`src/rtl/lsu_bus.sv`:
```
// Load/store unit bus adapter: one CPU data request at a time onto a
// word-addressed memory port, with lane steering, load formatting and timeout.
module lsu_bus #(
    parameter int TIMEOUT = 16
) (
    input  logic        clk,
    input  logic        cpu_rst,
    input  logic        d_bus_en,
    input  logic        ram_we,
    input  logic        ram_re,
    input  logic [2:0]  mem_op,
    input  logic [31:0] d_addr,
    input  logic [31:0] d_wdata,
    output logic [31:0] d_rdata,
    output logic        d_bus_ready,
    output logic        d_err,
    output logic        mem_valid,
    output logic        mem_we,
    output logic [31:0] mem_addr,
    output logic [3:0]  mem_wstrb,
    output logic [31:0] mem_wdata,
    input  logic        mem_ready,
    input  logic [31:0] mem_rdata
);

    typedef enum logic [1:0] {
        IDLE,
        REQ,
        RESP
    } state_t;

    localparam logic [7:0] LAST = 8'(TIMEOUT - 1);

    state_t      state, state_n;
    logic [7:0]  cnt, cnt_n;
    logic [2:0]  op_q, op_n;
    logic [1:0]  off_q, off_n;
    logic        valid_n, we_n, ready_n, err_n;
    logic [31:0] addr_n, wdata_n, rdata_n;
    logic [3:0]  wstrb_n;

    logic        is_st, is_none, legal, aligned, go_mem;
    logic [3:0]  st_strb;
    logic [31:0] st_data, sh, ld_data;

    // Request decode straight from the CPU inputs, used only in IDLE
    always_comb begin
        is_none = !ram_we && !ram_re;
        is_st   = ram_we;
        case (mem_op)
            3'b000, 3'b001, 3'b010: legal = 1'b1;
            3'b100, 3'b101:         legal = !is_st;
            default:                legal = 1'b0;
        endcase
        case (mem_op[1:0])
            2'b00:   aligned = 1'b1;
            2'b01:   aligned = !d_addr[0];
            2'b10:   aligned = (d_addr[1:0] == 2'b00);
            default: aligned = 1'b0;
        endcase
        go_mem = !is_none && legal && aligned;
    end

    always_comb begin
        case (mem_op[1:0])
            2'b00: begin
                st_strb = 4'b0001 << d_addr[1:0];
                st_data = {4{d_wdata[7:0]}};
            end
            2'b01: begin
                st_strb = d_addr[1] ? 4'b1100 : 4'b0011;
                st_data = {2{d_wdata[15:0]}};
            end
            default: begin
                st_strb = 4'b1111;
                st_data = d_wdata;
            end
        endcase
        if (!is_st) st_strb = 4'b0000;
    end

    always_comb begin
        sh = mem_rdata >> {off_q, 3'b000};
        case (op_q)
            3'b000:  ld_data = {{24{sh[7]}}, sh[7:0]};
            3'b100:  ld_data = {24'd0, sh[7:0]};
            3'b001:  ld_data = {{16{sh[15]}}, sh[15:0]};
            3'b101:  ld_data = {16'd0, sh[15:0]};
            default: ld_data = sh;
        endcase
    end

    always_ff @(posedge clk) begin
        if (!cpu_rst) begin
            state       <= IDLE;
            cnt         <= 8'd0;
            op_q        <= 3'd0;
            off_q       <= 2'd0;
            mem_valid   <= 1'b0;
            mem_we      <= 1'b0;
            mem_addr    <= 32'd0;
            mem_wstrb   <= 4'd0;
            mem_wdata   <= 32'd0;
            d_rdata     <= 32'd0;
            d_bus_ready <= 1'b0;
            d_err       <= 1'b0;
        end else begin
            state       <= state_n;
            cnt         <= cnt_n;
            op_q        <= op_n;
            off_q       <= off_n;
            mem_valid   <= valid_n;
            mem_we      <= we_n;
            mem_addr    <= addr_n;
            mem_wstrb   <= wstrb_n;
            mem_wdata   <= wdata_n;
            d_rdata     <= rdata_n;
            d_bus_ready <= ready_n;
            d_err       <= err_n;
        end
    end

    always_comb begin
        state_n = state;
        unique case (state)
            IDLE: if (d_bus_en) state_n = go_mem ? REQ : RESP;
            REQ:  if (mem_ready || cnt == LAST) state_n = RESP;
            RESP: state_n = IDLE;
            default: state_n = IDLE;
        endcase
    end

    // Next values of the registered outputs
    always_comb begin
        cnt_n   = 8'd0;
        op_n    = op_q;
        off_n   = off_q;
        addr_n  = mem_addr;
        wstrb_n = mem_wstrb;
        wdata_n = mem_wdata;
        valid_n = 1'b0;
        we_n    = 1'b0;
        rdata_n = 32'd0;
        ready_n = 1'b0;
        err_n   = 1'b0;
        unique case (state)
            IDLE: begin
                if (d_bus_en) begin
                    op_n    = mem_op;
                    off_n   = d_addr[1:0];
                    addr_n  = {d_addr[31:2], 2'b00};
                    wstrb_n = st_strb;
                    wdata_n = st_data;
                    if (go_mem) begin
                        valid_n = 1'b1;
                        we_n    = is_st;
                    end else begin
                        ready_n = 1'b1;
                        err_n   = !is_none;
                    end
                end
            end
            REQ: begin
                if (mem_ready) begin
                    ready_n = 1'b1;
                    rdata_n = mem_we ? 32'd0 : ld_data;
                end else if (cnt == LAST) begin
                    ready_n = 1'b1;
                    err_n   = 1'b1;
                end else begin
                    valid_n = 1'b1;
                    we_n    = mem_we;
                    cnt_n   = cnt + 8'd1;
                end
            end
            RESP: begin
            end
            default: begin
            end
        endcase
    end

endmodule

```
`config.mk`:
```
export PLATFORM = sky130hd
export DESIGN_NAME = lsu_bus
export DESIGN_NICKNAME = d
export VERILOG_FILES = /design/src/rtl/lsu_bus.sv
export SDC_FILE = /design/constraint.sdc
export NUM_CORES = 1
export LEC_CHECK = 0
export BUFFER_PORTS_ARGS = -buffer_cell sky130_fd_sc_hd__clkbuf_2
export CAP_MARGIN = 20
export CORE_MARGIN = 4
export CORE_UTILIZATION = 35
export DETAILED_ROUTE_END_ITERATION = 8
export MAX_ROUTING_LAYER = met4
export SLEW_MARGIN = 40
export SYNTH_ARGS = -nofsm -noshare
export SYNTH_HDL_FRONTEND = slang
export SYNTH_SLANG_ARGS = --single-unit
```
`constraint.sdc`:
```
create_clock -name clk -period 1.43 [get_ports clk]
set_input_delay 0.0715 -clock clk [delete_from_list [all_inputs] [get_ports clk]]
set_output_delay 0.0715 -clock clk [all_outputs]
set_load 0.02 [all_outputs]
```
==> results of run 1 <==
## sequential cells by signal, summed over array words and instances (netlist names), 2 cells and up
register / count
mem_wstrb: 4
mem_wdata: 32
d_rdata: 32
op_q: 3
cnt: 8
state: 2
off_q: 2
mem_addr: 30
## layout by cell type, fill, tap and decap left out, types with 5 or more instances in the layout
master / count
dfxtp_1: 112
clkbuf_2: 206
and2_1: 8
nand3_1: 10
nor2b_1: 7
nand2_1: 149
buf_4: 25
nor2_1: 24
mux2i_1: 31
o211a_1: 17
a21oi_1: 10
clkinv_2: 5
a21boi_0: 53
o21ai_0: 32
clkbuf_16: 17
a211oi_1: 14
dlygate4sd3_1: 56
## power by group through the flow
stage	Combinational [mW]	Sequential (mW)	Clock [mW]
after floorplan	0.585	3.77	0
after global placement	1.27	3.59	0
after detailed placement	1.30	3.60	0
after CTS	1.43	3.54	4.13
after global routing	1.58	3.56	4.26
final	1.44	3.54	4.02
## worst max-delay path: stages, from the launching register on
cell and delay [ps]:
dfxtp_4 360, mux2_2 260, o21ai_1 80, a2111o_1 440
buf_12 170, o21ai_1 70
## per-layer routing
| layer | part of all wire | track usage |
|---|---|---|
| met1 | 0.43 | 0.237 |
| met2 | 0.47 | 0.325 |
| met5 | 0 | - |
| met3 | 0.077 | 0.0535 |
| met4 | 0.018 | 0.0738 |
## worst min-delay path by stage
stage,cells after the start,end,from
floorplan,2,d_rdata[24],mem_rdata[24]
global placement,3,mem_addr[30],d_addr[30]
detailed placement,3,d_rdata[25],mem_rdata[25]
CTS,4,mem_wdata[18],d_wdata[18]
global route,3,d_bus_ready,cpu_rst
finish,3,d_rdata[22],mem_rdata[22]
## cells by family after synthesis
kind of cell | Yosys count
AO/OA/AOI/OAI | 143
XOR/XNOR | 6
adder cells (fa/ha/maj) | 1
buffers and inverters | 48
flip-flops | 117
multiplexers | 34
other | 1
AND/OR/NAND/NOR | 222
## per-stage QoR
stage           util  TNS (ps)  power [mW]  cells  cell area, sq um
3_5_place_dp   0.453     -3790        4.90    943              6260
3_3_place_gp   0.453      -556        4.87    943              6260
2_1_floorplan      -      -289        4.36    573              4970
5_1_grt        0.538     -1070        9.40   1028              7430
4_1_cts        0.535      -958        9.09   1028              7400
6_report       0.538      -176        9.00   1028              7430
## cell type report
class                      count  share of cell area
timing repair buffer         291               0.248
tap                          180              0.0303
clock buffer                  19              0.0609
multi-input combinational    408               0.328
inverter                       3             0.00151
sequential                   117               0.316
clock inverter                10              0.0146
## repair_timing
action                                  CTS  global route
gates resized for setup                   5            12
pin swaps                                 0             1
hold buffers                             56             0
endpoints found under the setup margin   30            79
endpoints found under the hold margin    56             0
==> out/metrics.cfg, run 1 <==
[run_status]
status=complete, but fails checks
violations=negative setup slack

[floorplan]
initial_core_util=0.357
core_area_sq_um=13800
dieArea_sq_um=16100
die_w_um=127
die_h_um=127
ios=209
fp-row-count=43

[drt]
via_count=4982
via_per_inst=4.85
drt-initial-drc-count=252
wire_per_inst_um=14.9
remaining_drc_errors=0
wirelength_um=15400
dr.pass1.iters=4
final_antenna_net_count=0

[synthesis]
yosysTopAreaCellShare=0.474
synthCells=572
yosys.area_share.simple=0.195
yosys.area.top_type=dfxtp_1
synth_common_cells=nand2_1, dfxtp_1, a21boi_0
synth_area_leaders=dfxtp_1, nand2_1, a21boi_0
synth_area_sq_um=4940
synth.most_common_cell=nand2_1
synth_compound_area_frac=0.204
yosysWarnings=0
synth_ff_type=dfxtp_1
synth_cell_type_count=44
synthAdderAreaFrac=0.00253
synthXorXnorAreaFrac=0.0106
seq_area_frac_synth=0.474
ys_ff_latch=117
synth_edf_count=0
synthMuxAreaShare=0.0694
syn_area_per_cell_sq_um=8.63
async_reset_ff_frac=0
synth_top_family_by_area=compound AO/OA/AOI/OAI gates

[layout]
num-nets-final=944
seqCellArea_sq_um=2350
syn2layout_area_growth_pct=50.6
num-fill-cells=1260
antenna_cells=0
drive_above_1_share=0.338
multi_input_area_sq_um=2440

[clock_network]
numCtsBuffers=17
cts.path.max_buffers=2
cts_root_buf=clkbuf_16
cts_setup_buffers=0
cts_tree=done
htreeDepth=4
worstSkewPairLatency_ps=410
cts_sinks=117
clkTransAtPathRegs_ps=50

[power_and_ir_drop]
leakage_nw=3.54
sequentialPowerShare=0.393
ir_worst_vdd_v=0.000672
p_clk_frac=0.447
internal-power_mw=6.68
switchingPower_mw=2.32
swShare=0.258
combPwrFrac=0.160
cellPowerDensity_nw_per_um2=1210

[global_route]
grt_max_degree=73
grt_pass1_wl_um=25100
grt_pass1_vias=5081
overflow=0
antenna_found_initial=0
grt_use_total=0.200

[worst_setup_path]
r2r-end=d_rdata[21]
worst_setup_path_start_kind=flop
crit_start=off_q[0]
critPathCapture=d_rdata[21]
ff2ff_path_depth=5
worst-endpoint-arrival_ps=1800
setup.worst_path.end_class=flop
worstSetupPathType=reg -> reg
crit_fanout=15
crit_required_ps=1770
r2r_slack_ps=-30
timing.rr.start=off_q[0]

[run]
drv_cap=0

[sta]
rsz0062_at_grt=true
slew_violations=0
skew_ps=5.03
slew_headroom=0.578
layout_setup_ws_ps=-33.9
finalSetupViolations=10
fin_crit_sh=1.02
max_freq_ghz=0.683
post-route-min-period_ps=1460
worst_pin_slew_ps=633
holdWs_ps=19.3
hold_violations=0

[placed_design]
io_buffers=206
dp_hpwl_um=10900
finalWeightedCongestion=0.895
pre_cts_slack_ps=-209

[worst_hold_path]
hold_path.class=in -> reg

(Power assumes the default switching activity.)
==> run 2, diff against run 1 <==
- CTS_BUF_LIST: unset -> sky130_fd_sc_hd__clkbuf_2 sky130_fd_sc_hd__clkbuf_4 sky130_fd_sc_hd__clkbuf_8
==> run 2 against run 1 <==
The flow still finishes with violations (negative setup slack). Sequential share of layout area is 0.064 points higher. Flip-flop and latch count stayed put. Worst setup slack worse by 8.5 ps. Sequential power hardly changed. Clock-buffer cell count stayed put. Maximum frequency is 0.57% lower. Final area is 0.20% lower. Power is 12% lower. Register-to-register slack hardly changed. Global-route usage is 0.11 points higher. Critical path type unchanged. Critical endpoint is now d_rdata[18].
==> out/metrics.cfg, run 2 (synthesis results as in run 1) <==
[run_status]
status=complete, but fails checks
violations=negative setup slack

[power_and_ir_drop]
p_clk_frac=0.364
cellPowerDensity_nw_per_um2=1070
ir_worst_vdd_v=0.000619
combPwrFrac=0.189
switchingPower_mw=2.21
leakage_nw=3.53
sequentialPowerShare=0.447
total_power_mw=7.91
swShare=0.279
internal-power_mw=5.70

[placed_design]
dp.cells=943
finalWeightedCongestion=0.895
place_area_sq_um=6260
io_buffers=206
dp_hpwl_um=10900
pre_cts_slack_ps=-209

[global_route]
grt_pass1_vias=5127
antenna_found_initial=0
overflow=0
grt_pass1_wl_um=25300
grt_use_total=0.201
grt_max_degree=73

[worst_setup_path]
ff2ff_path_depth=5
worst_setup_path_start_kind=flop
worstSetupPathType=reg -> reg
crit_fanout=15
crit_chain=mux2i_2 -> a2bb2oi_2 -> a2111o_1 -> buf_12 -> o21ai_0
slowest_stage=dfxtp_4
crit_required_ps=1730
setup.worst_path.end_class=flop
max_stage_delay_ps=400
worst-endpoint-arrival_ps=1780

[drt]
wire_per_inst_um=15.0
drt-initial-drc-count=199
wirelength_um=15700
dr.pass1.iters=4
via_count=5030
remaining_drc_errors=0
via_per_inst=4.82
final_antenna_net_count=0

[sta]
slew_headroom=0.571
skew_ps=7.18
hold_violations=0
max_freq_ghz=0.679
layout_setup_ws_ps=-42.4
fin_crit_sh=1.03
worst_pin_slew_ps=644
finalSetupViolations=11
holdWs_ps=23.6
tns_ps=-210
rsz0062_at_grt=true
slew_violations=0
post-route-min-period_ps=1470

[layout]
final_common_cell=clkbuf_2
stdcell_count=1043
fin_util=0.537
num-fill-cells=1256
top_regs=d_rdata x32, mem_wdata x32, mem_addr x30
drive_above_1_share=0.337
syn2layout_area_growth_pct=50.3
multi_input_area_sq_um=2460
antenna_cells=0
layout_common_cells=clkbuf_2, nand2_1, dfxtp_1, dlygate4sd3_1, a21boi_0
num-nets-final=959
seqCellArea_sq_um=2350
final_area_sq_um=7420

[floorplan]
core_area_sq_um=13800
dieArea_sq_um=16100
ios=209
initial_core_util=0.357
die_w_um=127
fp-row-count=43
die_h_um=127

[clock_network]
worstSkewPairLatency_ps=420
cts.path.max_buffers=2
cts_root_buf=clkbuf_8
clkTransAtPathRegs_ps=60
cts_tree=done
numCtsBuffers=17
htreeDepth=4
cts_sinks=117

[worst_hold_path]
min_path_cells=5
hold_path.class=in -> reg

[run]
drv_cap=0

run 2: final timing paths:
check               from             to  slack (ps)
max             off_q[0]    d_rdata[18]         -40
min          d_wdata[29]  mem_wdata[29]          20
max reg2reg     off_q[0]    d_rdata[18]         -40
min reg2reg       cnt[0]         cnt[0]         450
run 2: area by class of cell:
type                    count  share of cell area
clock buffers              19              0.0352
clock inverters            10              0.0147
inverters                   3             0.00152
multi-input cells         408               0.331
flip-flops and latches    117               0.317
well taps                 180              0.0304
repair buffers            306               0.270
run 2: power groups by stage:
stage | sequential [mW] | combinational, mW | clock [mW]
5_1_grt | 3.55 | 1.64 | 3.12
3_5_place_dp | 3.60 | 1.30 | 0
4_1_cts | 3.53 | 1.47 | 2.97
2_1_floorplan | 3.77 | 0.585 | 0
6_report | 3.53 | 1.50 | 2.88
3_3_place_gp | 3.59 | 1.27 | 0
run 2: what timing repair did:
action,CTS,global route
pin swaps,1,1
hold buffers,70,0
setup buffers,0,1
gates resized for setup,13,10
hold endpoints to repair,72,0
setup endpoints to repair,31,79
run 2: routing by layer:
| layer | routed length, um | up-vias | GRT usage | share of wire |
|---|---|---|---|---|
| met5 | 0 | - | - | 0 |
| met4 | 261 | 0 | 0.0776 | 0.017 |
| met3 | 1220 | 16 | 0.0585 | 0.078 |
| met2 | 7410 | 210 | 0.323 | 0.47 |
| met1 | 6770 | 2317 | 0.237 | 0.43 |
| li1 | - | 2487 | - | - |
run 2: worst max-delay path: cells and delay by family (launching register included):
family / cells / cell delay [ps]
multiplexers: 1 / 310
buffers and inverters: 1 / 150
AO/OA/AOI/OAI: 3 / 500
flip-flops: 1 / 400
